==> src/rtl/digest_viewer.sv <==
// Holds a SHA-256 digest and pages it through a 4-digit seven-segment display,
// one 16-bit window at a time, stepped by debounced next/prev buttons.
module digest_viewer #(
   parameter int REFRESH_DIV     = 50000,
   parameter int DEBOUNCE_CYCLES = 500000
) (
   input  logic         clock_50mhz,
   input  logic         rst,
   input  logic         digest_valid,
   input  logic [255:0] digest,
   input  logic         btn_next,
   input  logic         btn_prev,
   output logic [6:0]   sseg_seg,
   output logic         sseg_dp,
   output logic [3:0]   sseg_an,
   output logic [3:0]   window,
   output logic         captured
);

   localparam int CW = $clog2(DEBOUNCE_CYCLES + 1);
   localparam int RW = $clog2(REFRESH_DIV + 1);
   localparam logic [CW-1:0] DB_LAST = CW'(DEBOUNCE_CYCLES - 1);
   localparam logic [RW-1:0] R_LAST  = RW'(REFRESH_DIV - 1);
   localparam logic [6:0]    DASH    = 7'b0111111;

   typedef enum logic {S_EMPTY, S_SHOW} state_t;

   state_t          state_q, state_d;
   logic [255:0]    held_q, held_d;
   logic [3:0]      win_q, win_d;
   logic            dvp_q, dvp_d;
   logic [1:0]      meta_q, meta_d;
   logic [1:0]      sync_q, sync_d;
   logic [1:0]      db_q, db_d;
   logic [1:0][CW-1:0] bcnt_q, bcnt_d;
   logic [RW-1:0]   rcnt_q, rcnt_d;
   logic [1:0]      digit_q, digit_d;
   logic [1:0]      press;
   logic [7:0]      base;
   logic [15:0]     half;
   logic [3:0]      nib;
   logic [6:0]      hex;

   always_ff @(posedge clock_50mhz or negedge rst) begin
      if (!rst) begin
         state_q <= S_EMPTY;
         held_q  <= '0;
         win_q   <= '0;
         dvp_q   <= 1'b0;
         meta_q  <= '0;
         sync_q  <= '0;
         db_q    <= '0;
         bcnt_q  <= '0;
         rcnt_q  <= '0;
         digit_q <= '0;
      end else begin
         state_q <= state_d;
         held_q  <= held_d;
         win_q   <= win_d;
         dvp_q   <= dvp_d;
         meta_q  <= meta_d;
         sync_q  <= sync_d;
         db_q    <= db_d;
         bcnt_q  <= bcnt_d;
         rcnt_q  <= rcnt_d;
         digit_q <= digit_d;
      end
   end

   // bit 0 = next, bit 1 = prev
   always_comb begin
      meta_d = {btn_prev, btn_next};
      sync_d = meta_q;
      db_d   = db_q;
      bcnt_d = bcnt_q;
      press  = '0;
      for (int i = 0; i < 2; i++) begin
         if (sync_q[i] == db_q[i]) begin
            bcnt_d[i] = '0;
         end else if (bcnt_q[i] == DB_LAST) begin
            bcnt_d[i] = '0;
            db_d[i]   = sync_q[i];
            press[i]  = sync_q[i];
         end else begin
            bcnt_d[i] = bcnt_q[i] + 1'b1;
         end
      end
   end

   always_comb begin
      state_d = state_q;
      held_d  = held_q;
      win_d   = win_q;
      dvp_d   = digest_valid;
      unique case (state_q)
         S_EMPTY: begin
            if (digest_valid) begin
               held_d  = digest;
               win_d   = '0;
               state_d = S_SHOW;
            end
         end
         S_SHOW: begin
            // a recapture wins over any coincident press
            if (digest_valid && !dvp_q) begin
               held_d = digest;
               win_d  = '0;
            end else if (press[0] && !press[1]) begin
               win_d = win_q + 4'd1;
            end else if (press[1] && !press[0]) begin
               win_d = win_q - 4'd1;
            end
         end
         default: state_d = S_EMPTY;
      endcase
   end

   always_comb begin
      rcnt_d  = rcnt_q + 1'b1;
      digit_d = digit_q;
      if (rcnt_q == R_LAST) begin
         rcnt_d  = '0;
         digit_d = digit_q + 2'd1;
      end
   end

   always_comb begin
      base = 8'd255 - {win_q, 4'h0};
      half = held_q[base -: 16];
      nib  = half[{digit_q, 2'b00} +: 4];
      unique case (nib)
         4'h0: hex = 7'b1000000;
         4'h1: hex = 7'b1111001;
         4'h2: hex = 7'b0100100;
         4'h3: hex = 7'b0110000;
         4'h4: hex = 7'b0011001;
         4'h5: hex = 7'b0010010;
         4'h6: hex = 7'b0000010;
         4'h7: hex = 7'b1111000;
         4'h8: hex = 7'b0000000;
         4'h9: hex = 7'b0010000;
         4'hA: hex = 7'b0001000;
         4'hB: hex = 7'b0000011;
         4'hC: hex = 7'b1000110;
         4'hD: hex = 7'b0100001;
         4'hE: hex = 7'b0000110;
         default: hex = 7'b0001110;
      endcase
   end

   assign sseg_an  = ~(4'b0001 << digit_q);
   assign sseg_seg = (state_q == S_SHOW) ? hex : DASH;
   assign sseg_dp  = !((state_q == S_SHOW) && (digit_q == 2'd3)
                       && (win_q == 4'd0));
   assign window   = win_q;
   assign captured = (state_q == S_SHOW);

endmodule
==> config.mk <==
export PLATFORM = sky130hd
export DESIGN_NAME = digest_viewer
export DESIGN_NICKNAME = d
export VERILOG_FILES = /design/src/rtl/digest_viewer.sv
export SDC_FILE = /design/constraint.sdc
export NUM_CORES = 1
export LEC_CHECK = 0
export CAP_MARGIN = 20
export CORE_MARGIN = 4
export CORE_UTILIZATION = 53
export DETAILED_ROUTE_END_ITERATION = 10
export HOLD_SLACK_MARGIN = 0.06
export PLACE_DENSITY = 0.81
export SLEW_MARGIN = 20
export SYNTH_ARGS = -nofsm -noshare
export SYNTH_HDL_FRONTEND = slang
export SYNTH_SLANG_ARGS = --single-unit
==> constraint.sdc <==
create_clock -name clock_50mhz -period 5.4 [get_ports clock_50mhz]
set_input_delay 1.62 -clock clock_50mhz [delete_from_list [all_inputs] [get_ports clock_50mhz]]
set_output_delay 1.62 -clock clock_50mhz [all_outputs]
set_load 0.02 [all_outputs]
-- After elaboration in Yosys (flattened, before gate mapping)
Memories as Yosys holds them, arrays and structs flattened.
Cells that the tools add are included.
- add/sub/neg operators: 7
- multiply operators: 0
- divide/modulo/power cells: 0
- order comparisons: 0
- equality and inequality tests: 9
- shift-type cells: 3
- mux-type cells: 20
- bitwise logic cells: 4
- reductions and logical operators: 14
- operators with widths (operator ; count):
    two-way mux 256 bit ; 2
    one-hot mux 256 bit (2 select lines) ; 1
    variable part select 271 x 9 -> 16 bit ; 1
    two-way mux 19 bit ; 4
    adder 19 x 1 -> 19 bit (second input constant) ; 2
    == test 19 bit (second input constant) ; 2
    adder 16 x 1 -> 16 bit (second input constant) ; 1
    == test 16 bit (second input constant) ; 1
    two-way mux 16 bit ; 1
    two-way mux 4 bit ; 4
    variable part select 16 x 5 -> 4 bit ; 1
    one-hot mux 4 bit (2 select lines) ; 1
    AND reduction 2 bit ; 4
    subtractor 8 bit (first input constant) ; 1
    two-way mux 7 bit ; 1
    two-way mux 1 bit ; 6
    logical AND 1 bit ; 5
    adder 4 x 1 -> 4 bit (second input constant) ; 1
    zero test 1 bit ; 4
    zero test 4 bit ; 1
    != test 4 x 1 -> 1 bit (second input constant) ; 1
    NOT 4 bit ; 1
    << shifter 1 x 2 -> 4 bit (first input constant) ; 1
    subtractor 4 x 1 -> 4 bit (second input constant) ; 1
    6 further kinds ; 9
- bits in registers: 324
- latch bits: 0
- memory bits (writable): 0
- bits in read-only memories: 112
- input port bits: 261
- output and inout bits: 17
- logic and storage cells: 70
- memories kept: 1
- memories (memory ; words ; width ; rd ports ; clocked after Yosys merged registers in ; write ports ; line ; text):
    (no name shown) ; 16 ; 7 ; 1 ; 0 ; 0 ; 131 ; unique case (nib)

-- Depth between registers and ports, before layout
- word-level depth: 9
- depth in mapped cells: 14
- gate-level depth less buffers: 14

-- Worst setup path after synthesis
No wires, ideal clock.
- path type: register to output
- from: register win_q[0], in the netlist window[0]
- to: output port sseg_seg[2]
- data arrival time: 3391 ps
- required time: 3780 ps
- path slack: 389 ps
- cell stages (with the launch flop): 11
- path buffers: 4
- cell sequence: dfrtp_1 -> buf_6 -> buf_4 -> buf_4 -> buf_4 -> mux2_2 -> a221oi_1 -> a31oi_1 -> a211o_1 -> ha_1 -> o311ai_0
- word-level cells in the longest chain between the ends: 5
- RTL lines (item ; line ; text):
    start, declared ; 30 ; logic [3:0] win_q, win_d;
    start signal, assigned ; 59 ; win_q <= win_d;
    subtractor 8 bit ; 128 ; base = 8'd255 - {win_q, 4'h0};
    variable part select 271 x 9 -> 16 bit ; 129 ; half = held_q[base -: 16];
    variable part select 16 x 5 -> 4 bit ; 130 ; nib = half[{digit_q, 2'b00} +: 4];
    memory (16 x 7 bit) ; -- ;
    two-way mux 7 bit ; 152 ; assign sseg_seg = (state_q == S_SHOW) ? hex : DASH;
    end, declared ; 13 ; output logic [6:0] sseg_seg,
Every way passes these cells.

-- Worst setup path in the final report
- from: register win_q[0], in the netlist window[0]
- to: output port sseg_seg[3]
The elaborated chain is that of the path after synthesis.

==> impl_metrics.py <==
metrics = {
    "global_route": {
        "grt_first_pass_wirelength_um": 60620,
        "gr_overflow_total": 0,
        "grt_antenna_before_repair": 6,
        "grt.total_usage_pct": 25.24,
        "grt_pass1_vias": 11040,
        "grt_max_degree": 130,
    },
    "setup_path": {
        "worst-endpoint-arrival_ns": 3.68,
        "critical_path.endpoint_type": "primary output",
        "r2r_slack_ns": 1.85,
        "reg2regPathDepth": 13,
        "critical_path_class": "reg -> out",
        "rr_startpoint": "bcnt_q[7]",
        "worstReg2RegEnd": "window[3]",
        "timing.critical_path.from": "window[0]",
        "cp_endpoint": "sseg_seg[3]",
        "start_kind": "flop",
        "cp_max_fo": 10,
        "required_time_of_the_critical_path_ns": 3.78,
    },
    "synthesis": {
        "synth_xor_area_share_pct": 3.129,
        "main_combinational_cell_family_by_area_after_synthesis": "multiplexers",
        "synth_net_count": 1350,
        "sequential_cell_area_fraction_in_the_yosys_report_pct": 53.65,
        "asyncSetResetFlopFracSynth_pct": 100.0,
        "synth-simple-area-share_pct": 6.118,
        "synth_mux_area_share_pct": 29.32,
        "post_synthesis_compound_gate_area_fraction_pct": 3.651,
        "post_synth_inst_count": 1072,
        "syn-cell-area_um2": 15110,
        "yosysWarnings": 0,
        "synth.avg_cell_area_um2": 14.10,
        "synth_enable_flop_cells": 0,
        "ys_top_cells_by_area": "sky130_fd_sc_hd__dfrtp_1 54%, sky130_fd_sc_hd__mux2_2 20%, sky130_fd_sc_hd__mux4_2 5.4%",
        "top_area_cell_type_share_of_the_netlist_area_pct": 53.65,
        "synthAdderAreaFrac_pct": 1.457,
        "ys_seq_elements": 324,
        "yosysTopAreaCell": "sky130_fd_sc_hd__dfrtp_1",
        "synth_top_flop_cell": "sky130_fd_sc_hd__dfrtp_1",
        "yosysUniqueCellTypes": 68,
    },
    "routing": {
        "vias_per_instance": 5.712,
        "dr_pass1_iterations": 7,
        "top_signal_layer_used": "met5",
        "route.vias.total": 10090,
        "detailedRoute.firstIterationViolations": 632,
        "drc": 0,
        "antenna_left": 0,
        "met1_length_um": 15520,
        "drt_wl_total_um": 39270,
        "detailroute.wirelength.met3_um": 2658,
        "dr_wl_met2_um": 19690,
        "wl_per_cell_um": 22.24,
    },
    "finish": {
        "final.fill_count": 1902,
        "num-nets-final": 1634,
        "synthToLayoutAreaGrowth_pct": 29.80,
        "utilization_pct": 70.22,
        "drive_gt1_share_pct": 30.27,
        "multiInputGateArea_um2": 6641,
        "seqCellArea_um2": 8113,
    },
    "run": {
        "drv_cap": 0,
    },
    "clock_network": {
        "ctsRootBufferMaster": "sky130_fd_sc_hd__clkbuf_16",
        "cts-buffers-inserted": 36,
        "cts_clock_pin_slew_for_the_worst_setup_and_hold_paths_ns": 0.06,
        "cts_tree": "done",
        "h-tree-depth": 2,
        "cts_hold_buf": 0,
        "cts.sink_count": 324,
        "clock_path_buffers": 3,
        "clock_latency_ns": 0.53,
    },
    "timing": {
        "report.final.setup_viol": 0,
        "timing_worst_slew_pin_value_ns": 0.8435,
        "setup_tns_ns": 0,
        "max_slew_violations": 0,
        "max_freq_mhz": 188.6,
        "fin_crit_sh_pct": 98.17,
        "final.min_clock_period_ns": 5.301,
        "final_hold_viol_count": 0,
        "clock_skew_ns": 0.02078,
        "timing.slew.headroom_pct": 43.77,
    },
    "placed_design": {
        "post_dp_hpwl_um": 28510,
        "place.port_buffers": 277,
        "gp_congestion": 0.8945,
    },
    "floorplan": {
        "initial_core_util_pct": 54.10,
        "num_io_pins": 278,
        "floorplan.die_area_um2": 31280,
        "placement_rows": 61,
        "fp.dieH_um": 176.9,
        "core_area_um2": 27930,
        "die_width_um": 176.9,
    },
    "pwr": {
        "power.density_cell_area_nw_per_um2": 320.9,
        "vdd.ir_drop.worst_uv": 249.1,
        "leakage_uw": 0.007915,
    },
    "worst_hold_path": {
        "hp-class": "reg -> reg",
    },
    "status": {
        "status": "finished clean",
    },
}
[cell type report]
type | instances | area share (%)
diodes | 4 | 0.05103
clock buffers | 51 | 5.447
clock inverters | 15 | 0.7654
inverters | 18 | 0.3444
multi-input cells | 671 | 33.86
flip-flops and latches | 324 | 41.36
well taps | 378 | 2.411
repair buffers | 305 | 15.77
[worst min path at each step]
stage	cells after the start	end	slack, ns	startpoint
after detailed placement	0	sync_q[1]	0.35	meta_q[1]
after global placement	0	sync_q[1]	0.34	meta_q[1]
final	0	sync_q[1]	0.35	meta_q[1]
after floorplan	0	sync_q[0]	0.33	meta_q[0]
after CTS	0	sync_q[1]	0.35	meta_q[1]
after global routing	0	sync_q[1]	0.37	meta_q[1]
[cell usage in the layout (no fill, tap or decap), types with 12 or more instances in the layout]
cell type                           n
sky130_fd_sc_hd__and3_1            13
sky130_fd_sc_hd__buf_4             22
sky130_fd_sc_hd__clkbuf_16         39
sky130_fd_sc_hd__clkdlybuf4s50_1  269
sky130_fd_sc_hd__dfrtp_1          322
sky130_fd_sc_hd__ha_1              16
sky130_fd_sc_hd__inv_1             17
sky130_fd_sc_hd__mux2_2           265
sky130_fd_sc_hd__mux2i_1           27
sky130_fd_sc_hd__mux4_1            12
sky130_fd_sc_hd__mux4_2            36
sky130_fd_sc_hd__nand2_1           32
sky130_fd_sc_hd__nand3_1           23
sky130_fd_sc_hd__nor2_1            73
sky130_fd_sc_hd__xnor2_1           26
sky130_fd_sc_hd__xor2_1            28
[critical path: stages (launching register included)]
cell,delay [ns]
sky130_fd_sc_hd__dfrtp_4,0.55
sky130_fd_sc_hd__buf_12,0.19
sky130_fd_sc_hd__mux4_1,0.57
sky130_fd_sc_hd__a22oi_1,0.24
sky130_fd_sc_hd__a31oi_1,0.12
sky130_fd_sc_hd__a211o_1,0.37
sky130_fd_sc_hd__inv_1,0.14
sky130_fd_sc_hd__ha_1,0.26
sky130_fd_sc_hd__mux2_2,0.29
sky130_fd_sc_hd__a32oi_2,0.24
sky130_fd_sc_hd__buf_4,0.19
[flip-flops by register name (all words and copies together), names as in the netlist, 2 cells and up]
register,cells
held_q,256
rcnt_q,16
bcnt_q,38
window,4
db_q,2
sync_q,2
meta_q,2
digit_q,2
[routing by layer]
metal  vias up  GRT usage, %
met5         -             0
met2       348         42.65
met1      5138         31.72
li1       4513             -
met3        84         6.174
met4         4         9.574
[synth_stat cells (6+ instances only)]
cell type and n:
sky130_fd_sc_hd__a22oi_1 11, sky130_fd_sc_hd__and3_1 13, sky130_fd_sc_hd__clkbuf_1 38, sky130_fd_sc_hd__dfrtp_1 324
sky130_fd_sc_hd__ha_1 16, sky130_fd_sc_hd__inv_1 17, sky130_fd_sc_hd__mux2_2 265, sky130_fd_sc_hd__mux2i_1 28
sky130_fd_sc_hd__mux4_1 12, sky130_fd_sc_hd__mux4_2 36, sky130_fd_sc_hd__nand2_1 32, sky130_fd_sc_hd__nand3_1 23
sky130_fd_sc_hd__nand4_1 11, sky130_fd_sc_hd__nor2_1 73, sky130_fd_sc_hd__nor3_1 8, sky130_fd_sc_hd__o21ai_0 6
sky130_fd_sc_hd__o221ai_1 6, sky130_fd_sc_hd__xnor2_1 26, sky130_fd_sc_hd__xor2_1 28
[repair_timing]
item | CTS | global route
setup buffers | 2 | 1
endpoints found under the setup margin | 5 | 6
gates cloned | 0 | 2
gates resized for setup | 11 | 12
pin swaps | 0 | 0
[per-stage QoR]
step                      worst slack, ns  hold slack [ns]  cells  cell area (um^2)  power [uW]
after floorplan                    0.3892           0.3312   1072             15110        3372
after global placement             0.1555           0.3376   1691             18300        3817
after detailed placement          0.06734           0.3450   1691             18300        3850
after CTS                         0.03577           0.3481   1759             19540        6340
after global routing             -0.01023           0.3700   1766             19620        6549
final                             0.09907           0.3464   1766             19620        6295
[where the power goes]
part           internal, uW  switching (uW)
Combinational           561             353
Clock                  1490             994
Sequential             2720             180
[kinds of logic (layout without fill, tap and decap cells)]
kind of cell,count (synthesis),after routing
xor gates and xnor gates,54,54
AOI/OAI and AO/OA,67,67
buffers and inverters,77,389
adders and majority gates,17,17
muxes,343,343
DFF,324,324
other,0,4
and+or+nand+nor,190,190
No activity file was read; power rests on OpenSTA's default activity.
